`src/rtl/log_position_tracker_if.sv`:
```
// Bundle of load offsets, frame control and read-port signals for the log position tracker.
interface log_position_tracker_if #(
    parameter int unsigned NUM_OF_LOGS = 30
);
    logic [NUM_OF_LOGS-1:0][8:0] start_offsetX;
    logic [NUM_OF_LOGS-1:0][8:0] start_offsetY;
    logic                        restart;
    logic                        startOfFrame;
    logic                        rd_valid;
    logic [4:0]                  rd_index;
    logic                        ready;
    logic                        frame_done;
    logic                        overrun;
    logic                        rd_ack;
    logic [9:0]                  rd_x;
    logic [8:0]                  rd_y;
    logic                        rd_err;

    modport master (
        output start_offsetX, start_offsetY, restart, startOfFrame, rd_valid, rd_index,
        input  ready, frame_done, overrun, rd_ack, rd_x, rd_y, rd_err
    );

    modport slave (
        input  start_offsetX, start_offsetY, restart, startOfFrame, rd_valid, rd_index,
        output ready, frame_done, overrun, rd_ack, rd_x, rd_y, rd_err
    );
endinterface

```
`src/rtl/log_position_tracker.sv`:
```
// Tracks per-log X/Y screen positions: loads from offsets, advances X once per frame with wrap,
// and serves a registered read port in every state.
module log_position_tracker #(
    parameter int unsigned NUM_OF_LOGS = 30,
    parameter int unsigned SCREEN_W    = 640,
    parameter int unsigned LOG_SPEED   = 1
) (
    input logic                   CLK,
    input logic                   RST,
    log_position_tracker_if.slave bus
);
    localparam logic [4:0]  IdxLast = 5'(NUM_OF_LOGS - 1);
    localparam logic [10:0] ScreenW = 11'(SCREEN_W);
    localparam logic [10:0] Speed   = 11'(LOG_SPEED);

    typedef enum logic [1:0] {StLoad, StIdle, StMove} state_e;

    state_e      state_q, state_d;
    logic [4:0]  idx_q, idx_d;
    logic        frame_done_q, frame_done_d;
    logic        overrun_q, overrun_d;
    logic        rd_ack_q, rd_err_q;
    logic [9:0]  rd_x_q;
    logic [8:0]  rd_y_q;

    logic [9:0]  x_q [NUM_OF_LOGS];
    logic [8:0]  y_q [NUM_OF_LOGS];

    logic        wr_x_en, wr_y_en;
    logic [9:0]  x_wr;
    logic [10:0] load_sum, move_sum;
    logic        rd_oob;

    always_comb begin
        load_sum     = {2'b00, bus.start_offsetX[idx_q]};
        move_sum     = {1'b0, x_q[idx_q]} + Speed;
        state_d      = state_q;
        idx_d        = idx_q;
        frame_done_d = 1'b0;
        overrun_d    = overrun_q | (bus.startOfFrame && (state_q != StIdle));
        wr_x_en      = 1'b0;
        wr_y_en      = 1'b0;
        x_wr         = '0;
        case (state_q)
            StLoad: begin
                if (bus.restart) begin
                    idx_d = '0;
                end else begin
                    wr_x_en = 1'b1;
                    wr_y_en = 1'b1;
                    x_wr    = (load_sum >= ScreenW) ? 10'(load_sum - ScreenW) : 10'(load_sum);
                    if (idx_q == IdxLast) begin
                        idx_d   = '0;
                        state_d = StIdle;
                    end else begin
                        idx_d = idx_q + 5'd1;
                    end
                end
            end
            StIdle: begin
                // restart takes priority over a simultaneous frame tick
                if (bus.restart) begin
                    state_d = StLoad;
                    idx_d   = '0;
                end else if (bus.startOfFrame) begin
                    state_d = StMove;
                    idx_d   = '0;
                end
            end
            StMove: begin
                if (bus.restart) begin
                    state_d = StLoad;
                    idx_d   = '0;
                end else begin
                    wr_x_en = 1'b1;
                    x_wr    = (move_sum >= ScreenW) ? 10'(move_sum - ScreenW) : 10'(move_sum);
                    if (idx_q == IdxLast) begin
                        idx_d        = '0;
                        state_d      = StIdle;
                        frame_done_d = 1'b1;
                    end else begin
                        idx_d = idx_q + 5'd1;
                    end
                end
            end
            default: begin
                state_d = StLoad;
                idx_d   = '0;
            end
        endcase
    end

    always_ff @(posedge CLK) begin
        if (RST) begin
            state_q      <= StLoad;
            idx_q        <= '0;
            frame_done_q <= 1'b0;
            overrun_q    <= 1'b0;
        end else begin
            state_q      <= state_d;
            idx_q        <= idx_d;
            frame_done_q <= frame_done_d;
            overrun_q    <= overrun_d;
        end
    end

    // Position storage carries no reset; it becomes valid once the first load pass completes.
    always_ff @(posedge CLK) begin
        if (!RST && wr_x_en) x_q[idx_q] <= x_wr;
        if (!RST && wr_y_en) y_q[idx_q] <= bus.start_offsetY[idx_q];
    end

    assign rd_oob = 32'(bus.rd_index) >= NUM_OF_LOGS;

    always_ff @(posedge CLK) begin
        if (RST) begin
            rd_ack_q <= 1'b0;
            rd_err_q <= 1'b0;
            rd_x_q   <= '0;
            rd_y_q   <= '0;
        end else begin
            rd_ack_q <= bus.rd_valid;
            rd_err_q <= bus.rd_valid && rd_oob;
            if (bus.rd_valid) begin
                if (rd_oob) begin
                    rd_x_q <= '0;
                    rd_y_q <= '0;
                end else begin
                    rd_x_q <= x_q[bus.rd_index];
                    rd_y_q <= y_q[bus.rd_index];
                end
            end
        end
    end

    assign bus.ready      = (state_q == StIdle);
    assign bus.frame_done = frame_done_q;
    assign bus.overrun    = overrun_q;
    assign bus.rd_ack     = rd_ack_q;
    assign bus.rd_err     = rd_err_q;
    assign bus.rd_x       = rd_x_q;
    assign bus.rd_y       = rd_y_q;
endmodule

```
`src/flat_wrapper.sv`:
```
// flat-port wrapper written by rule: the top's interface ports become plain ports
module log_position_tracker_flat 
#(
    parameter int unsigned NUM_OF_LOGS = 30,
    parameter int unsigned SCREEN_W    = 640,
    parameter int unsigned LOG_SPEED   = 1
)
  (CLK, RST, bus_start_offsetX, bus_start_offsetY, bus_restart, bus_startOfFrame, bus_rd_valid, bus_rd_index, bus_ready, bus_frame_done, bus_overrun, bus_rd_ack, bus_rd_x, bus_rd_y, bus_rd_err);
  log_position_tracker_if #(.NUM_OF_LOGS(NUM_OF_LOGS)) bus_i ();
  input logic CLK;
  input logic RST;
  input wire logic [$bits(bus_i.start_offsetX)-1:0] bus_start_offsetX;
  input wire logic [$bits(bus_i.start_offsetY)-1:0] bus_start_offsetY;
  input wire logic [$bits(bus_i.restart)-1:0] bus_restart;
  input wire logic [$bits(bus_i.startOfFrame)-1:0] bus_startOfFrame;
  input wire logic [$bits(bus_i.rd_valid)-1:0] bus_rd_valid;
  input wire logic [$bits(bus_i.rd_index)-1:0] bus_rd_index;
  output wire logic [$bits(bus_i.ready)-1:0] bus_ready;
  output wire logic [$bits(bus_i.frame_done)-1:0] bus_frame_done;
  output wire logic [$bits(bus_i.overrun)-1:0] bus_overrun;
  output wire logic [$bits(bus_i.rd_ack)-1:0] bus_rd_ack;
  output wire logic [$bits(bus_i.rd_x)-1:0] bus_rd_x;
  output wire logic [$bits(bus_i.rd_y)-1:0] bus_rd_y;
  output wire logic [$bits(bus_i.rd_err)-1:0] bus_rd_err;
  assign bus_i.start_offsetX = bus_start_offsetX;
  assign bus_i.start_offsetY = bus_start_offsetY;
  assign bus_i.restart = bus_restart;
  assign bus_i.startOfFrame = bus_startOfFrame;
  assign bus_i.rd_valid = bus_rd_valid;
  assign bus_i.rd_index = bus_rd_index;
  assign bus_ready = bus_i.ready;
  assign bus_frame_done = bus_i.frame_done;
  assign bus_overrun = bus_i.overrun;
  assign bus_rd_ack = bus_i.rd_ack;
  assign bus_rd_x = bus_i.rd_x;
  assign bus_rd_y = bus_i.rd_y;
  assign bus_rd_err = bus_i.rd_err;
  log_position_tracker #(.NUM_OF_LOGS(NUM_OF_LOGS), .SCREEN_W(SCREEN_W), .LOG_SPEED(LOG_SPEED)) u_core (.CLK(CLK), .RST(RST), .bus(bus_i));
endmodule
```
`config.mk`:
```
export PLATFORM = sky130hd
export DESIGN_NAME = log_position_tracker_flat
export DESIGN_NICKNAME = d
export VERILOG_FILES = /design/src/rtl/log_position_tracker_if.sv /design/src/rtl/log_position_tracker.sv /design/src/flat_wrapper.sv
export SDC_FILE = /design/constraint.sdc
export NUM_CORES = 1
export LEC_CHECK = 0
export ABC_CLOCK_PERIOD_IN_PS = 8500
export CAP_MARGIN = 20
export CORE_AREA = 2 2 323 325
export DETAILED_ROUTE_END_ITERATION = 8
export DIE_AREA = 0 0 325 327
export PLACE_DENSITY_LB_ADDON = 0.1
export SETUP_SLACK_MARGIN = 0.2
export SLEW_MARGIN = 5
export SYNTH_ARGS = -nofsm -noshare
export SYNTH_HDL_FRONTEND = slang
export SYNTH_SLANG_ARGS = --single-unit
```
`constraint.sdc`:
```
create_clock -name CLK -period 8.5 [get_ports CLK]
set_input_delay 1.7 -clock CLK [delete_from_list [all_inputs] [get_ports CLK]]
set_output_delay 1.7 -clock CLK [all_outputs]
set_load 0.02 [all_outputs]
```
Word level (Yosys, flattened, before mapping)
Memory sizes are Yosys's and may differ from the RTL's. A register that Yosys moved wholly into a read port is not among the register bits. Cells that the tools add are included.

Output and inout port bits: 24. Memories kept: 2. Bits in read-only memories: 0. Bits in latches: 0. Flip-flop bits (word level): 30. Memory bits (writable): 570. Input port bits: 550.

Equality and inequality tests: 6. Multiply operators: 0. Reduce and logical (&&, ||, !) cells: 9. Order comparisons: 3. Divide/modulo/power cells: 0. Bitwise gates (word level): 2. Muxes and demuxes: 31. Add/subtract/negate cells: 3. Shift operators: 0.

Memory list: u_core.x_q (depth 30, width 10, read ports 2, clocked after Yosys merged registers in 1, wr ports 1, RTL line log_position_tracker.sv:26) `logic [9:0] x_q [NUM_OF_LOGS];`; u_core.y_q (depth 30, width 9, read ports 1, clocked after Yosys merged registers in 0, wr ports 1, RTL line log_position_tracker.sv:27) `logic [8:0] y_q [NUM_OF_LOGS];`.

Operator list (count): 9-bit binary-select mux with 5-bit select (2); 9-bit two-way mux (4); 10-bit two-way mux (3); 5-bit two-way mux (6); 10-bit one-hot mux with 2 select lines (1); 10-bit by 1-bit adder with 11-bit output (second input constant) (1); 11-bit by 10-bit >= comparator with 1-bit output (second input constant) (1); 2-bit two-way mux (5); 5-bit one-hot mux with 2 select lines (1); 10-bit subtractor (second input constant) (1); 1-bit two-way mux (8); 5-bit by 6-bit less-than comparator with 1-bit output (second input constant) (1); 2-bit one-hot mux with 3 select lines (1); 5-bit by 1-bit adder with 5-bit output (second input constant) (1); 5-bit equality test (second input constant) (1); 5-bit >= comparator (second input constant) (1); 1-bit logical AND (4); 3-bit != test (second input constant) (1); 3-bit OR reduction (1); 2-bit by 1-bit equality test with 1-bit output (second input constant) (1); 2-bit equality test (second input constant) (1); 2-bit zero test (1); 2-bit by 1-bit != test with 1-bit output (second input constant) (1); 2-bit != test (second input constant) (1); other kinds (5) (5).

Depth between registers and ports, before layout
Gate-level depths: netlist of the first run.

Depth in word-level cells: 6. Gate-level depth with buffers: 21. Depth with buffers taken out: 16.

Least setup slack after synthesis of the first run
No wires, ideal clock.

Path type: register to register. Start point: reg with a tool-made name. End point: mem u_core.x_q[0][8], data pin. Arrival: 3936 ps. Setup time: 395 ps. Required time: 8105 ps. Stages on the path, launching flop included: 15. Path slack: 4168 ps. Cells stage by stage: dfxtp_1 > buf_6 > buf_12 > clkbuf_4 > mux2i_1 > a22oi_1 > o221ai_1 > o21ai_4 > ha_1 > clkbuf_8 > nand3_1 > or4_1 > and2_1 > ha_1 > o41ai_2.

RTL lines (RTL line): to (decl) (log_position_tracker.sv:26).

==> impl_metrics.tcl, run 1 <==
set metrics [dict create \
    grt_pass1_wl_um 180000 \
    p_leak_uw 0.0128 \
    cts_tree "yes" \
    postCtsHoldBufs 0 \
    cts.sinks 605 \
    gp_congestion 0.933 \
    syn_area_um2 30500 \
    first_pass_iters 6 \
    clk_path_buf_depth 3 \
    wirelength_um 132000 \
    ys_ff_latch 605 \
    drc 0 \
    antenna_left 0 \
    tns_ns 0 \
    setup_viol 0 \
    fin_area_um2 40600 \
    placed_area_um2 38100 \
    clk_pin_slew_ns 0.06 \
    ctsRootBufferMaster "clkbuf_16" \
    die_h_um 327 \
    cp-start-kind "register" \
    ys_warn_count 0 \
    dieWidth_um 325 \
    clk_latency_ns 0.64 \
    cp.arrival_ns 5.89 \
    syn_inst 1688 \
    dp.cells 3585 \
    num_vias 20500 \
    overflow 0 \
    synthArstFlopShare_pct 0 \
    grt_pass1_vias 21900 \
    synth_fp_nets 2245 \
    viasPerCell 5.49 \
    post_layout_nonfiller_instances 3732 \
    min_period_over_period_pct 65.9 \
    ys_types 81 \
    rows 118 \
    ys.flop_type "edfxtp_1" \
    slew_headroom_pct 24.2 \
    p_per_area_nw_per_um2 180 \
    drt_iter0_markers 1721 \
    cp.required_ns 8.79 \
    io_buffers 573 \
    fp.coreArea_um2 103000 \
    dp_hpwl_um 98400 \
    hold_viol 0 \
    start_util_pct 29.7 \
    rsz0062_at_grt "no" \
    max-cap-violations 0 \
    crit_type "register to register" \
    cp-end-kind "register" \
    irDropWorstVdd_mv 0.129 \
    wl_per_cell_um 35.4 \
    drv_slew 0 \
    min_from "u_core.bus.overrun" \
    outcome "finished clean" \
    htreeDepth 3 \
    fin_crit_ns 5.60 \
    yosysSeqAreaShare_pct 58.4 \
    fin_nets 2839 \
    antenna_found_initial 29 \
    hold_slack_ns 0.498 \
    worst-path-max-fanout 30 \
    num_io_pins 574 \
    gr-usage-all-layers_pct 24.5 \
    die-area_um2 106000 \
    worst_pin_slew_ns 1.14 \
    grt_max_degree 70 \
    clock-skew-final_ns 0.0365 \
    cts_resized 0 \
    postLayoutCoreUtil_pct 39.4 \
    hold_class "register to register" \
    synth_area_per_cell_um2 18.1 \
    area_growth_pct 32.9 \
    layout-drive-gt1-share_pct 28.0 \
    cts_setup_buffers 0 \
    fill_cells 9524 \
    cts-buffers-inserted 69 \
    timing.fmax_ghz 0.179 \
    synth_edf_count 570 \
]
## cell usage in the layout, fill, tap and decap left out, types with 9 or more instances in the layout
cell type,instances
clkinv_2,10
nand4_1,27
a22oi_1,81
edfxtp_1,570
a221oi_1,10
buf_4,72
a21oi_1,25
mux4_1,16
nor2_1,94
nand3_1,16
bufinv_16,9
nand2_1,48
clkbuf_1,9
nor2_2,32
dfxtp_1,29
clkbuf_16,70
mux2_2,50
mux4_2,327
mux2i_1,70
diode_2,16
inv_1,10
clkinv_1,13
clkdlybuf4s50_1,568
## metal layers
layer	routed length (um)	GRT usage, %
met5	0	0
met4	7200	12.4
met3	7440	3.83
met2	67200	42.8
met1	50200	29.5
## sequential cells by signal (all words and copies together) (netlist names), named ones only
name / count
u_core.x_q: 300
u_core.bus.overrun: 1
u_core.idx_q: 5
u_core.bus.rd_ack: 1
u_core.bus.frame_done: 1
u_core.y_q: 270
u_core.state_q: 2
u_core.bus.rd_x: 10
u_core.bus.rd_err: 1
u_core.bus.rd_y: 9
## Yosys cell counts, drive strengths merged (8+ instances only)
cell type  number  share of area [%]
nor2          127                1.6
nand2          50               0.65
mux2i          70                2.3
nand4          28               0.59
inv            10               0.12
mux2           52                1.9
mux4          343                 25
edfxtp        570                 56
a22oi          81                2.0
nand3          16               0.26
a21oi          32               0.57
clkbuf         74               0.97
buf            64                1.4
a221oi         10               0.29
nor3            8               0.13
dfxtp          35                2.3
xnor2           8               0.23
## final cells by class
class | instances | area (um^2) | share of cell area, %
flip-flops and latches | 605 | 17800 | 44.0
multi-input cells | 934 | 12100 | 29.8
clock inverters | 43 | 507 | 1.25
well taps | 1380 | 1730 | 4.26
repair buffers | 662 | 6520 | 16.1
clock buffers | 82 | 1830 | 4.50
inverters | 10 | 37.5 | 0.0925
diodes | 16 | 40.0 | 0.0987
## worst max-delay path, cell delays in order, from the launching register on
cell      delay (ns)
dfxtp_2         0.83
buf_4           0.42
nor2_4          0.13
a22oi_1         0.22
o221ai_1        0.20
o21ai_4         0.39
ha_1            0.47
nand3_1         0.23
or4_1           0.47
and2_1          0.19
ha_1            0.22
inv_1           0.07
o311a_2         0.18
a32o_2          0.20
a21boi_2        0.06
nor3_1          0.18
a211o_1         0.74
## report_power, final
group	leakage [uW]	switching [uW]	internal [uW]
Clock	0.00114	1240	1830
Sequential	0.00551	21.5	3300
Combinational	0.00618	412	492
Total	0.0128	1680	5620
## per-stage QoR
step	setup WS, ns	power [uW]
floorplan	4.17	3810
global placement	3.07	4280
detailed placement	3.01	4300
CTS	2.99	7370
global route	2.66	7520
finish	2.90	7300
## cell families (layout without fill, tap and decap cells)
logic type | count (synthesis) | in the layout | share of synthesized area, %
AO/OA/AOI/OAI | 171 | 171 | 4.32
XOR/XNOR | 11 | 11 | 0.316
adder cells (fa/ha/maj) | 7 | 7 | 0.287
buffers and inverters | 149 | 797 | 2.48
flip-flops | 605 | 605 | 58.4
multiplexers | 465 | 465 | 29.7
other | 0 | 16 | 0
AND/OR/NAND/NOR | 280 | 280 | 4.50
## worst paths after layout
| kind | end | slack [ns] | cells after the start |
|---|---|---|---|
| setup / recovery | u_core.x_q[16][7] | 2.90 | 16 |
| hold reg to reg | u_core.bus.overrun | 0.50 | 2 |
| hold / removal | u_core.bus.overrun | 0.50 | 2 |
| setup reg to reg | u_core.x_q[16][7] | 2.90 | 16 |
No activity file was read; power rests on OpenSTA's default activity.
==> inputs of run 2 (changes only) <==
ABC_CLOCK_PERIOD_IN_PS = 5200   (was 8500)
clock period = 5.2 ns   (was 8.5 ns; I/O delays follow)
==> run 2 against run 1 <==
Compared with the run above: clock power up 60%; sequential share of layout area down 0.46 points; routed wire length up 0.56%; global-route usage about the same; die area unchanged; critical endpoint is now u_core.x_q[1][8]; highest routed layer unchanged.
==> impl_metrics.tcl, run 2 (synthesis results as in run 1) <==
set metrics [dict create \
    min_period_over_period_pct 91.1 \
    dp.cells 3641 \
    ctsRootBufferMaster "clkbuf_16" \
    cts_tree "yes" \
    seqPwrFrac_pct 45.8 \
    fin_total_pwr_uw 11900 \
    power_frac_clock_pct 41.5 \
    worst_pin_slew_ns 1.12 \
    worst-path-max-fanout 23 \
    rows 118 \
    rsz0062_at_grt "no" \
    cts_resized 0 \
    clk_latency_ns 0.62 \
    dieWidth_um 325 \
    postCtsHoldBufs 0 \
    fin_crit_ns 4.73 \
    crit_chain "nand3b_1 > o21ai_0 > o21ai_0 > nand3b_4 > buf_4 > nor3_1 > xnor2_1 > inv_1 > ha_1 > inv_1 > o311a_2 > a32oi_1 > o41ai_1 > nand4b_1 > o211ai_1 > o41ai_4 > buf_6" \
    layout-drive-gt1-share_pct 29.6 \
    largest_reg_flops 300 \
    pwr-share-comb_pct 12.7 \
    cp.required_ns 5.53 \
    post_layout_nonfiller_instances 3791 \
    crit_type "register to register" \
    cts-buffers-inserted 68 \
    top_register "u_core.x_q" \
    switching_share_pct 22.8 \
    gp_congestion 0.930 \
    wl_per_cell_um 35.0 \
    final_cell_mix "edfxtp_1 (570), clkdlybuf4s50_1 (568), mux4_2 (327)" \
    irDropWorstVdd_mv 0.209 \
    area_growth_pct 34.3 \
    slew_headroom_pct 25.5 \
    clk_pin_slew_ns 0.06 \
    cp-start-kind "register" \
    p_int_uw 9170 \
    setup_viol 0 \
    fp.coreArea_um2 103000 \
    viasPerCell 5.43 \
    p_per_area_nw_per_um2 290 \
    cpPeakStageDelay_ns 0.85 \
    p_leak_uw 0.0131 \
    hold_viol 0 \
    outcome "finished clean" \
    antenna_found_initial 39 \
    num_vias 20600 \
    drc 0 \
    fin_nets 2891 \
    htreeDepth 3 \
    cp_slowest_cell "dfxtp_1" \
    overflow 0 \
    start_util_pct 29.7 \
    antenna_left 0 \
    hold_class "register to register" \
    gr-usage-all-layers_pct 24.5 \
    clk_path_buf_depth 3 \
    num_io_pins 574 \
    drv_slew 0 \
    cp-end-kind "register" \
    clock-skew-final_ns 0.0301 \
    grt_pass1_vias 21800 \
    fin_area_um2 41000 \
    cts.sinks 605 \
    wirelength_um 133000 \
    die_h_um 327 \
    dp_hpwl_um 101000 \
    timing.fmax_ghz 0.211 \
    max-cap-violations 0 \
    grt_max_degree 63 \
    drt_iter0_markers 2149 \
    cp.arrival_ns 5.07 \
    placed_area_um2 38600 \
    layout_commonest_cell "edfxtp_1" \
    first_pass_iters 7 \
    io_buffers 573 \
    p_switching_uw 2700 \
    tns_ns 0 \
    die-area_um2 106000 \
    grt_pass1_wl_um 179000 \
]
## run 2: worst paths after layout
kind,slack (ns),startpoint,depth (start not counted),endpoint
min,0.50,u_core.bus.rd_x[5],2,u_core.bus.rd_x[5]
max,0.47,register,17,u_core.x_q[1][8]
min reg2reg,0.50,u_core.bus.rd_x[5],2,u_core.bus.rd_x[5]
max reg2reg,0.47,register,17,u_core.x_q[1][8]
## run 2: final cells by class
type / count / area [um^2]
Timing Repair Buffer: 715 / 6970
Fill cell: 9413 / 61900
Clock buffer: 91 / 1940
Clock inverter: 31 / 347
Sequential cell: 605 / 17800
Tap cell: 1380 / 1730
Multi-Input combinational cell: 934 / 12100
Antenna cell: 25 / 62.6
Inverter: 10 / 37.5
## run 2: critical path: cells and delay by family, from the launching register on
family          cells  cell delay, ns
flops               1            0.85
fa+ha+maj           1            0.21
xor+xnor            1            0.14
buf+inv             4            0.59
compound gates      7            1.50
simple gates        4            1.14
## run 2: timing repair
item | CTS | global route
hold endpoints to repair | 0 | 0
setup endpoints to repair | 0 | 23
setup buffers | 0 | 1
## run 2: metal layers
layer | part of all wire, % | GRT usage [%]
met1 | 39 | 29.9
met5 | 0 | 0
met4 | 5.5 | 14.2
met2 | 50 | 41.4
met3 | 5.5 | 3.87
## run 2: stage by stage
step                hold WS (ns)  worst slack [ns]  utilization (%)
floorplan                  0.570             0.868                -
detailed placement         0.479             0.518             37.5
CTS                        0.502             0.503             39.7
global route               0.515             0.225             39.8
global placement           0.461             0.345             37.5
finish                     0.496             0.465             39.8
## run 2: power groups by stage
stage	Clock (uW)	Sequential, uW	Combinational (uW)
floorplan	0	5530	689
global placement	0	5550	1490
detailed placement	0	5550	1510
CTS	5030	5440	1520
global route	5210	5440	1580
finish	4920	5440	1510
==> inputs of run 3 (changes only) <==
CTS_CLUSTER_SIZE = 24   (was default)
SKIP_CTS_REPAIR_TIMING = 1   (was default)
==> results of run 3 <==
No change in the layout: final DEF, timing and power equal those of run 2.
==> RTL change (settings of run 3) <==
`NUM_OF_LOGS` is set to 30 in 3 places; all go to 15.
--- a/src/rtl/log_position_tracker_if.sv
+++ b/src/rtl/log_position_tracker_if.sv
@@ -1,6 +1,6 @@
 // Bundle of load offsets, frame control and read-port signals for the log position tracker.
 interface log_position_tracker_if #(
-    parameter int unsigned NUM_OF_LOGS = 30
+    parameter int unsigned NUM_OF_LOGS = 15
 );
     logic [NUM_OF_LOGS-1:0][8:0] start_offsetX;
     logic [NUM_OF_LOGS-1:0][8:0] start_offsetY;
--- a/src/rtl/log_position_tracker.sv
+++ b/src/rtl/log_position_tracker.sv
@@ -1,7 +1,7 @@
 // Tracks per-log X/Y screen positions: loads from offsets, advances X once per frame with wrap,
 // and serves a registered read port in every state.
 module log_position_tracker #(
-    parameter int unsigned NUM_OF_LOGS = 30,
+    parameter int unsigned NUM_OF_LOGS = 15,
     parameter int unsigned SCREEN_W    = 640,
     parameter int unsigned LOG_SPEED   = 1
 ) (
--- a/src/flat_wrapper.sv
+++ b/src/flat_wrapper.sv
@@ -1,7 +1,7 @@
 // flat-port wrapper written by rule: the top's interface ports become plain ports
 module log_position_tracker_flat 
 #(
-    parameter int unsigned NUM_OF_LOGS = 30,
+    parameter int unsigned NUM_OF_LOGS = 15,
     parameter int unsigned SCREEN_W    = 640,
     parameter int unsigned LOG_SPEED   = 1
 )
Interface: changed (resized bus_start_offsetX and bus_start_offsetY); port bits go from 574 to 304. No check against the original RTL was run, so the function may have changed too.
==> RTL change against run 3 <==
  * Global-route usage down 13 points
  * Synthesized cell count shrank 42%
  * Worst setup slack gained 110 ps
  * Total power is 47% lower
  * Cell area is 46% lower
  * Combinational power is 50% lower
  * Area after synthesis decreased by 47%
  * Sequential share of layout area is 2.0 points lower
  * Sequential cell count fell by 286
  * Wire length down 55%
  * Critical endpoint is now u_core.x_q[0][8]
  * Largest power group unchanged
==> RTL change: results (changes against run 3) <==
status:
  status: "finished clean"
global_route:
  met1_usage_pct: 14.78  # -15 points
  grt_pass1_wl_mm: 85.10  # -53%
  grt_usage_pct: 11.14  # -13 points
  met2_usage_pct: 18.70  # -23 points
  grt_pass1_vias: 11407  # -48%
  grt_max_degree: 65  # +3.2%
cts:
  clock_latency_ps: 570  # -50 ps
pwr:
  comb-power_mw: 0.762  # -50%
  max-vdd-ir-drop_uv: 181.8  # -13%
  switching_share_pct: 22.89  # +0.12 points
  power.switching_mw: 1.448  # -46%
  seqPwrFrac_pct: 45.3  # -0.5 points
critical_path:
  worst-path-max-fanout: 15  # -35%
  r2r_setup_slack_ps: 580  # +110 ps
  endpoint: "u_core.x_q[0][8]"
  rr_endpoint: "u_core.x_q[0][8]"
drt:
  routed.top_layer: "met5"
  wl_per_cell_um: 22.14  # -37%
  dr.pass1.iters: 4  # -3
finish:
  stdcell_count: 2717  # -28%
  layout-drive-gt1-share_pct: 24.23  # -5.4 points
  largest_reg_flops: 150  # -50%
  final_util_pct: 21.70  # -18 points
  antenna_cells: 0  # -100%
  nets: 1598  # -45%
worst_hold_path:
  worstHoldEndpoint: "u_core.bus.overrun"
logic_synthesis:
  synth_edf_count: 285  # -50%
  synthCells: 977  # -42%
timing:
  finalCriticalPeriod_ps: 4621  # -114.0 ps
placed_design:
  numPortBuffers: 303  # -47%
  place_hpwl_mm: 43.88  # -56%
  dpl-instance-area_um2: 21040  # -45%
==> RTL change: changes by cell type in the layout (fill, tap and decap cells not counted), moves of 25 or more <==
cell	run 3	this run
clkdlybuf4s50_1	568	299
buf_4	124	68
diode_2	25	0
o21ai_0	6	45
mux4_2	327	163
nor2_1	97	50
mux2_2	50	8
edfxtp_1	570	285
clkbuf_16	72	39
a22oi_1	81	2
==> RTL change: cell type report <==
class	count	area share, %
inverters	15	0.2521
well taps	1380	7.732
multi-input cells	567	29.15
flip-flops and latches	319	41.45
clock inverters	18	0.9301
repair buffers	370	15.82
clock buffers	48	4.656
==> RTL change: logic make-up (layout without fill, tap and decap cells) <==
family | count (synthesis) | after routing | synth area share, %
DFF | 319 | 319 | 57.39
muxes | 234 | 234 | 28.50
and+or+nand+nor | 202 | 202 | 6.086
AOI/OAI and AO/OA | 114 | 114 | 4.415
buffers and inverters | 91 | 451 | 2.518
xor gates and xnor gates | 10 | 10 | 0.5440
adders and majority gates | 7 | 7 | 0.5440
